$ cat src/rtl/mem_ctrl_pkg.sv
// Shared definitions for the byte-serial RAM/IO memory controller.
package mem_ctrl_pkg;

   typedef enum logic [1:0] {
      IDLE  = 2'd0,
      READ  = 2'd1,
      WRITE = 2'd2,
      DONE  = 2'd3
   } state_t;

   localparam logic [1:0] SZ_B = 2'd0;
   localparam logic [1:0] SZ_H = 2'd1;
   localparam logic [1:0] SZ_W = 2'd2;

   localparam logic [1:0]  DEF_IO_TAG = 2'b11;
   localparam int unsigned IO_HI      = 17;
   localparam int unsigned IO_LO      = 16;

   localparam logic TRUE  = 1'b1;
   localparam logic FALSE = 1'b0;

   // Byte counter must reach N+1 = 5 for a word read.
   localparam int unsigned CNT_W = 3;

   // Size code 3 is illegal and serviced as a word.
   function automatic logic [CNT_W-1:0] size_bytes(input logic [1:0] size);
      case (size)
         SZ_B:    return CNT_W'(1);
         SZ_H:    return CNT_W'(2);
         SZ_W:    return CNT_W'(4);
         default: return CNT_W'(4);
      endcase
   endfunction

endpackage

$ cat src/rtl/mem_ctrl.sv
// Arbitrates instruction-fetch and LSB requests onto the byte-wide RAM/IO bus,
// serialising 1/2/4-byte accesses and assembling little-endian read words.
module mem_ctrl
   import mem_ctrl_pkg::*;
#(
   parameter int unsigned ADDR_W = 32,
   parameter logic [1:0]  IO_TAG = DEF_IO_TAG
) (
   input  logic              clk,
   input  logic              rst,
   input  logic              rdy,
   input  logic              jp_wrong,
   input  logic              ins_req,
   input  logic [ADDR_W-1:0] ins_addr,
   output logic              ins_done,
   output logic [31:0]       ins,
   input  logic              ls_req,
   input  logic              ls_wr,
   input  logic [ADDR_W-1:0] ls_addr,
   input  logic [1:0]        ls_size,
   input  logic [31:0]       ls_wdata,
   output logic              ls_done,
   output logic [31:0]       ls_rdata,
   input  logic [7:0]        mem_din,
   output logic [7:0]        mem_dout,
   output logic [ADDR_W-1:0] mem_a,
   output logic              mem_wr,
   input  logic              io_buffer_full
);

   state_t              state, state_n;
   logic [CNT_W-1:0]    cnt, cnt_n;
   logic [CNT_W-1:0]    nbytes, nbytes_n;
   logic [ADDR_W-1:0]   base, base_n;
   logic                for_ins, for_ins_n;
   logic [31:0]         wbuf, wbuf_n;
   logic [31:0]         acc, acc_n;

   logic [ADDR_W-1:0]   mem_a_n;
   logic [7:0]          mem_dout_n;
   logic                mem_wr_n;
   logic [31:0]         ins_n, ls_rdata_n;
   logic                ins_done_n, ls_done_n;

   logic                io_stall;
   logic [CNT_W-1:0]    rd_last;
   logic [1:0]          slot;

   // A store into IO space cannot start while the UART buffer is full.
   assign io_stall = ls_wr && (ls_addr[IO_HI:IO_LO] == IO_TAG) && io_buffer_full;
   assign rd_last  = nbytes + CNT_W'(1);
   assign slot     = 2'(cnt - CNT_W'(2));

   // State and output registers; rdy low freezes everything.
   always_ff @(posedge clk or posedge rst) begin
      if (rst) begin
         state    <= IDLE;
         cnt      <= '0;
         nbytes   <= '0;
         base     <= '0;
         for_ins  <= FALSE;
         wbuf     <= '0;
         acc      <= '0;
         mem_a    <= '0;
         mem_dout <= '0;
         mem_wr   <= FALSE;
         ins      <= '0;
         ins_done <= FALSE;
         ls_rdata <= '0;
         ls_done  <= FALSE;
      end else if (rdy) begin
         state    <= state_n;
         cnt      <= cnt_n;
         nbytes   <= nbytes_n;
         base     <= base_n;
         for_ins  <= for_ins_n;
         wbuf     <= wbuf_n;
         acc      <= acc_n;
         mem_a    <= mem_a_n;
         mem_dout <= mem_dout_n;
         mem_wr   <= mem_wr_n;
         ins      <= ins_n;
         ins_done <= ins_done_n;
         ls_rdata <= ls_rdata_n;
         ls_done  <= ls_done_n;
      end
   end

   // Next-state, address sequencing and byte assembly.
   always_comb begin
      state_n    = state;
      cnt_n      = cnt;
      nbytes_n   = nbytes;
      base_n     = base;
      for_ins_n  = for_ins;
      wbuf_n     = wbuf;
      acc_n      = acc;
      mem_a_n    = mem_a;
      mem_dout_n = mem_dout;
      mem_wr_n   = FALSE;
      ins_n      = ins;
      ins_done_n = FALSE;
      ls_rdata_n = ls_rdata;
      ls_done_n  = FALSE;

      case (state)
         IDLE: begin
            if (!jp_wrong) begin
               if (ls_req && !io_stall) begin
                  for_ins_n = FALSE;
                  base_n    = ls_addr;
                  nbytes_n  = size_bytes(ls_size);
                  cnt_n     = CNT_W'(1);
                  mem_a_n   = ls_addr;
                  acc_n     = '0;
                  if (ls_wr) begin
                     wbuf_n     = ls_wdata;
                     mem_dout_n = ls_wdata[7:0];
                     mem_wr_n   = TRUE;
                     state_n    = WRITE;
                  end else begin
                     state_n    = READ;
                  end
               end else if (!ls_req && ins_req) begin
                  for_ins_n = TRUE;
                  base_n    = ins_addr;
                  nbytes_n  = CNT_W'(4);
                  cnt_n     = CNT_W'(1);
                  mem_a_n   = ins_addr;
                  acc_n     = '0;
                  state_n   = READ;
               end
            end
         end

         READ: begin
            if (jp_wrong) begin
               // Flush drops the partial word without signalling done.
               state_n = IDLE;
               cnt_n   = '0;
            end else begin
               cnt_n = cnt + CNT_W'(1);
               if (cnt < nbytes) begin
                  mem_a_n = base + ADDR_W'(cnt);
               end
               // RAM returns byte i two edges after its address was issued.
               if (cnt >= CNT_W'(2)) begin
                  acc_n[{slot, 3'b000} +: 8] = mem_din;
               end
               if (cnt == rd_last) begin
                  cnt_n   = '0;
                  state_n = DONE;
                  if (for_ins) begin
                     ins_n      = acc_n;
                     ins_done_n = TRUE;
                  end else begin
                     ls_rdata_n = acc_n;
                     ls_done_n  = TRUE;
                  end
               end
            end
         end

         WRITE: begin
            // Committed stores run to completion regardless of jp_wrong.
            if (cnt < nbytes) begin
               mem_a_n    = base + ADDR_W'(cnt);
               mem_dout_n = wbuf[{cnt[1:0], 3'b000} +: 8];
               mem_wr_n   = TRUE;
               cnt_n      = cnt + CNT_W'(1);
            end else begin
               ls_done_n = TRUE;
               cnt_n     = '0;
               state_n   = DONE;
            end
         end

         DONE: begin
            state_n = IDLE;
            cnt_n   = '0;
         end

         default: begin
            state_n = IDLE;
            cnt_n   = '0;
         end
      endcase
   end

endmodule

$ cat config.mk
export PLATFORM = sky130hd
export DESIGN_NAME = mem_ctrl
export DESIGN_NICKNAME = d
export VERILOG_FILES = /design/src/rtl/mem_ctrl_pkg.sv /design/src/rtl/mem_ctrl.sv
export SDC_FILE = /design/constraint.sdc
export NUM_CORES = 1
export LEC_CHECK = 0
export CELL_PAD_IN_SITES_DETAIL_PLACEMENT = 0
export CELL_PAD_IN_SITES_GLOBAL_PLACEMENT = 1
export CORE_MARGIN = 1.5
export CORE_UTILIZATION = 40
export DETAILED_ROUTE_END_ITERATION = 8
export PLACE_DENSITY = 0.86
export REMOVE_ABC_BUFFERS = 1
export SYNTH_ARGS = -nofsm -noshare
export SYNTH_HDL_FRONTEND = slang
export SYNTH_SLANG_ARGS = --single-unit
$ cat constraint.sdc
create_clock -name clk -period 7.25 [get_ports clk]
set_input_delay 0.725 -clock clk [delete_from_list [all_inputs] [get_ports clk]]
set_output_delay 0.725 -clock clk [all_outputs]
set_load 0.03 [all_outputs]
==> results.toml <==
[global_routing]
grt_max_degree = 88
first_global_vias = 7718
grt_overflow = 0
grt_util_met3_pct = 4.443
gr-usage-met1_pct = 27.41
gr-max-usage-layer = "met2"
antenna_found_initial = 3
grt_pass1_wl_um = 41570
grtUsageTotal_pct = 19.69
met2_usage_pct = 31.12

[setup_path]
rrSetupSlack_ps = 3700
path_max_fanout = 64
r2r-start = "cnt[0]"
critical_path_class = "reg -> reg"
critPathRequiredTime_ps = 7640
arrival_ps = 3940
ff2ff_path_depth = 9
critPathLaunchType = "flop"
timing.rr.end = "mem_a[23]"
worstSetupEndpointType = "flop"

[timing]
maxSlewViolCount = 0
hold_viol_final = 0
fmax_mhz = 281.5
timing.final.crit_share_pct = 49.00
finalSetupTns_ps = 0
setup_viol = 0
layout_min_cycle_time_ps = 3553
tightest_slew_ps = 1000
slew_headroom_pct = 33.23
rsz0062_at_grt = "no"
fin_worst_skew_ps = 17.98

[drt]
vias_per_cell = 5.304
drt_iter0_drc = 494
vias = 7807
ant_nets = 0
first_pass_iters = 5
drc = 0
wire_per_inst_um = 17.12
finalWirelength_um = 25200

[layout]
multi_input_area_um2 = 4451
drive_gt1_share_pct = 11.53
utilization_pct = 54.10
final_nets = 1262
stdcell_count = 1472
final_common_cell = "clkdlybuf4s50_1"
areaGrowthSynthToFinish_pct = 31.44
final_cell_mix = "clkdlybuf4s50_1, dfrtp_1, nand2_1"
seqCellArea_um2 = 5305
fill_cells = 2183

[pwr]
pwr-share-seq_pct = 36.4
pwr-share-clk_pct = 23.4
p_leak_nw = 5.731
p_int_w = 0.003156
power_frac_comb_pct = 40.2
power_density_nw_per_um2 = 378.3
p_switching_w = 0.001865
p_total_w = 0.005021
ir_drop_mv = 0.2390
power.share.switching_pct = 37.15

[outcome]
status = "finished clean"

[floorplanning]
core_um2 = 24530
die_y_um = 161.9
die_w_um = 161.9
row_count = 57
start_util_pct = 41.16
die-area_um2 = 26210
ios = 221

[clocking]
clk_latency_ps = 510
cts_buffer_depth = 3
ctsResizeCount = 0
clk_pin_slew_worst_paths_ps = 60
cts_tree = "done"
htree_levels = 1
clockRootBuffer = "clkbuf_16"
post-cts-setup-buffer-count = 0
hold_buffers = 0
clock_sinks = 212
numCtsBuffers = 24

[placement]
port_buffers = 220
dpl.cell_count = 1428
place_congestion = 0.7963
dpl.hpwl_um = 17620

[synth]
yosys_warnings = 0
synth_async_sr_flop_share_pct = 100.0
synth_ff_type = "dfrtp_1"
ys_ff_latch = 212
synthDistinctLibCells = 58
syn_inst = 933
synth_area_um2 = 10100
synth_edf_count = 0
avgSynthCellArea_um2 = 10.82
ys_seq_area_share_pct = 52.54

[worst_hold_path]
holdCritPathClass = "reg -> reg"
hold_depth = 1
min_from = "mem_a[14]"
holdPathEnd = "mem_a[14]"

[flow_run]
max_cap_violations = 0
[worst max-delay path: stages, from the launching register on]
cell	delay [ps]
dfrtp_1	970
inv_1	340
ha_1	290
nand2b_1	140
o2bb2ai_1	220
a21o_1	230
nand3_2	60
buf_4	510
nor2_2	290
a221o_1	350
[flip-flops by register name, summed over array words and instances (netlist names)]
register and count:
wbuf 32, ls_done 1, nbytes 3, base 32, ls_rdata 32, ins_done 1, mem_a 32, state 2
ins 32, for_ins 1, mem_dout 8, cnt 3, mem_wr 1, acc 32
[logic make-up after synthesis]
kind of cell / synth area share [%]
adders and majority gates: 2.305
and+or+nand+nor: 13.17
buffers and inverters: 3.420
xor gates and xnor gates: 2.838
AOI/OAI and AO/OA: 15.14
DFF: 52.54
muxes: 10.58
[through the flow]
| stage | hold slack (ps) | setup WS [ps] | instance area, um2 |
|---|---|---|---|
| finish | 474.6 | 3697 | 13270 |
| global route | 488.6 | 3407 | 13270 |
| CTS | 478.5 | 3706 | 13260 |
| detailed placement | 465.4 | 3617 | 12500 |
| global placement | 461.3 | 3716 | 12500 |
| floorplan | 453.8 | 730.8 | 9819 |
[worst max path at each step]
stage	startpoint	end	slack, ps	depth (start not counted)
global route	cnt[0]	mem_a[25]	3410	9
detailed placement	rdy	base[28]	3620	5
finish	cnt[0]	mem_a[23]	3700	9
global placement	rdy	base[9]	3720	5
CTS	cnt[0]	mem_a[23]	3710	9
floorplan	rst	acc[0]	730	1
[per-layer routing]
layer  vias up  share of wire (%)
li1       3749                  -
met1      3768                 45
met2       254                 46
met3        36                7.2
met4         0                2.2
met5         -                  0
[synthesized netlist by cell type (3+ instances only)]
| cell | n | area share [%] |
|---|---|---|
| buf_4 | 6 | 0.45 |
| mux2_2 | 54 | 6.0 |
| inv_1 | 18 | 0.67 |
| dfrtp_1 | 212 | 53 |
| a211oi_1 | 6 | 0.45 |
| o21ai_1 | 32 | 1.6 |
| nand3_2 | 8 | 0.79 |
| xnor2_1 | 13 | 1.1 |
| nand3_1 | 13 | 0.64 |
| mux4_2 | 8 | 1.8 |
| and3_1 | 6 | 0.37 |
| nand4_1 | 11 | 0.68 |
| clkbuf_1 | 13 | 0.48 |
| and4_1 | 4 | 0.35 |
| xor2_1 | 17 | 1.5 |
| nor4_2 | 4 | 0.50 |
| nor2_1 | 63 | 2.3 |
| nor2b_1 | 10 | 0.62 |
| a221o_1 | 15 | 1.5 |
| a22o_1 | 34 | 2.9 |
| a22oi_1 | 24 | 1.8 |
| o21ai_0 | 46 | 2.3 |
| buf_1 | 10 | 0.37 |
| a21oi_1 | 54 | 2.7 |
| nor2_2 | 3 | 0.19 |
| mux2i_1 | 28 | 2.8 |
| ha_1 | 17 | 2.1 |
| a21o_1 | 9 | 0.67 |
| nand2_1 | 108 | 4.0 |
| nor3_1 | 23 | 1.1 |
| buf_2 | 27 | 1.3 |
[power groups by stage]
| stage | clock network, W | logic [W] | registers [W] |
|---|---|---|---|
| final | 0.00117 | 0.00202 | 0.00183 |
| after global routing | 0.00126 | 0.00220 | 0.00188 |
| after CTS | 0.00121 | 0.00203 | 0.00183 |
| after detailed placement | 0 | 0.00203 | 0.00184 |
| after global placement | 0 | 0.00199 | 0.00183 |
| after floorplan | 0 | 0.00101 | 0.00211 |
[area by class of cell]
cell class                 count  share of cell area, %
tap                          324                  3.055
sequential                   212                  39.97
clock buffer                  37                  5.430
inverter                      18                 0.5657
multi-input combinational    646                  33.53
antenna                        3                0.05657
clock inverter                 4                 0.3394
timing repair buffer         228                  17.05
Note: power is estimated with default switching activity, not from simulation.
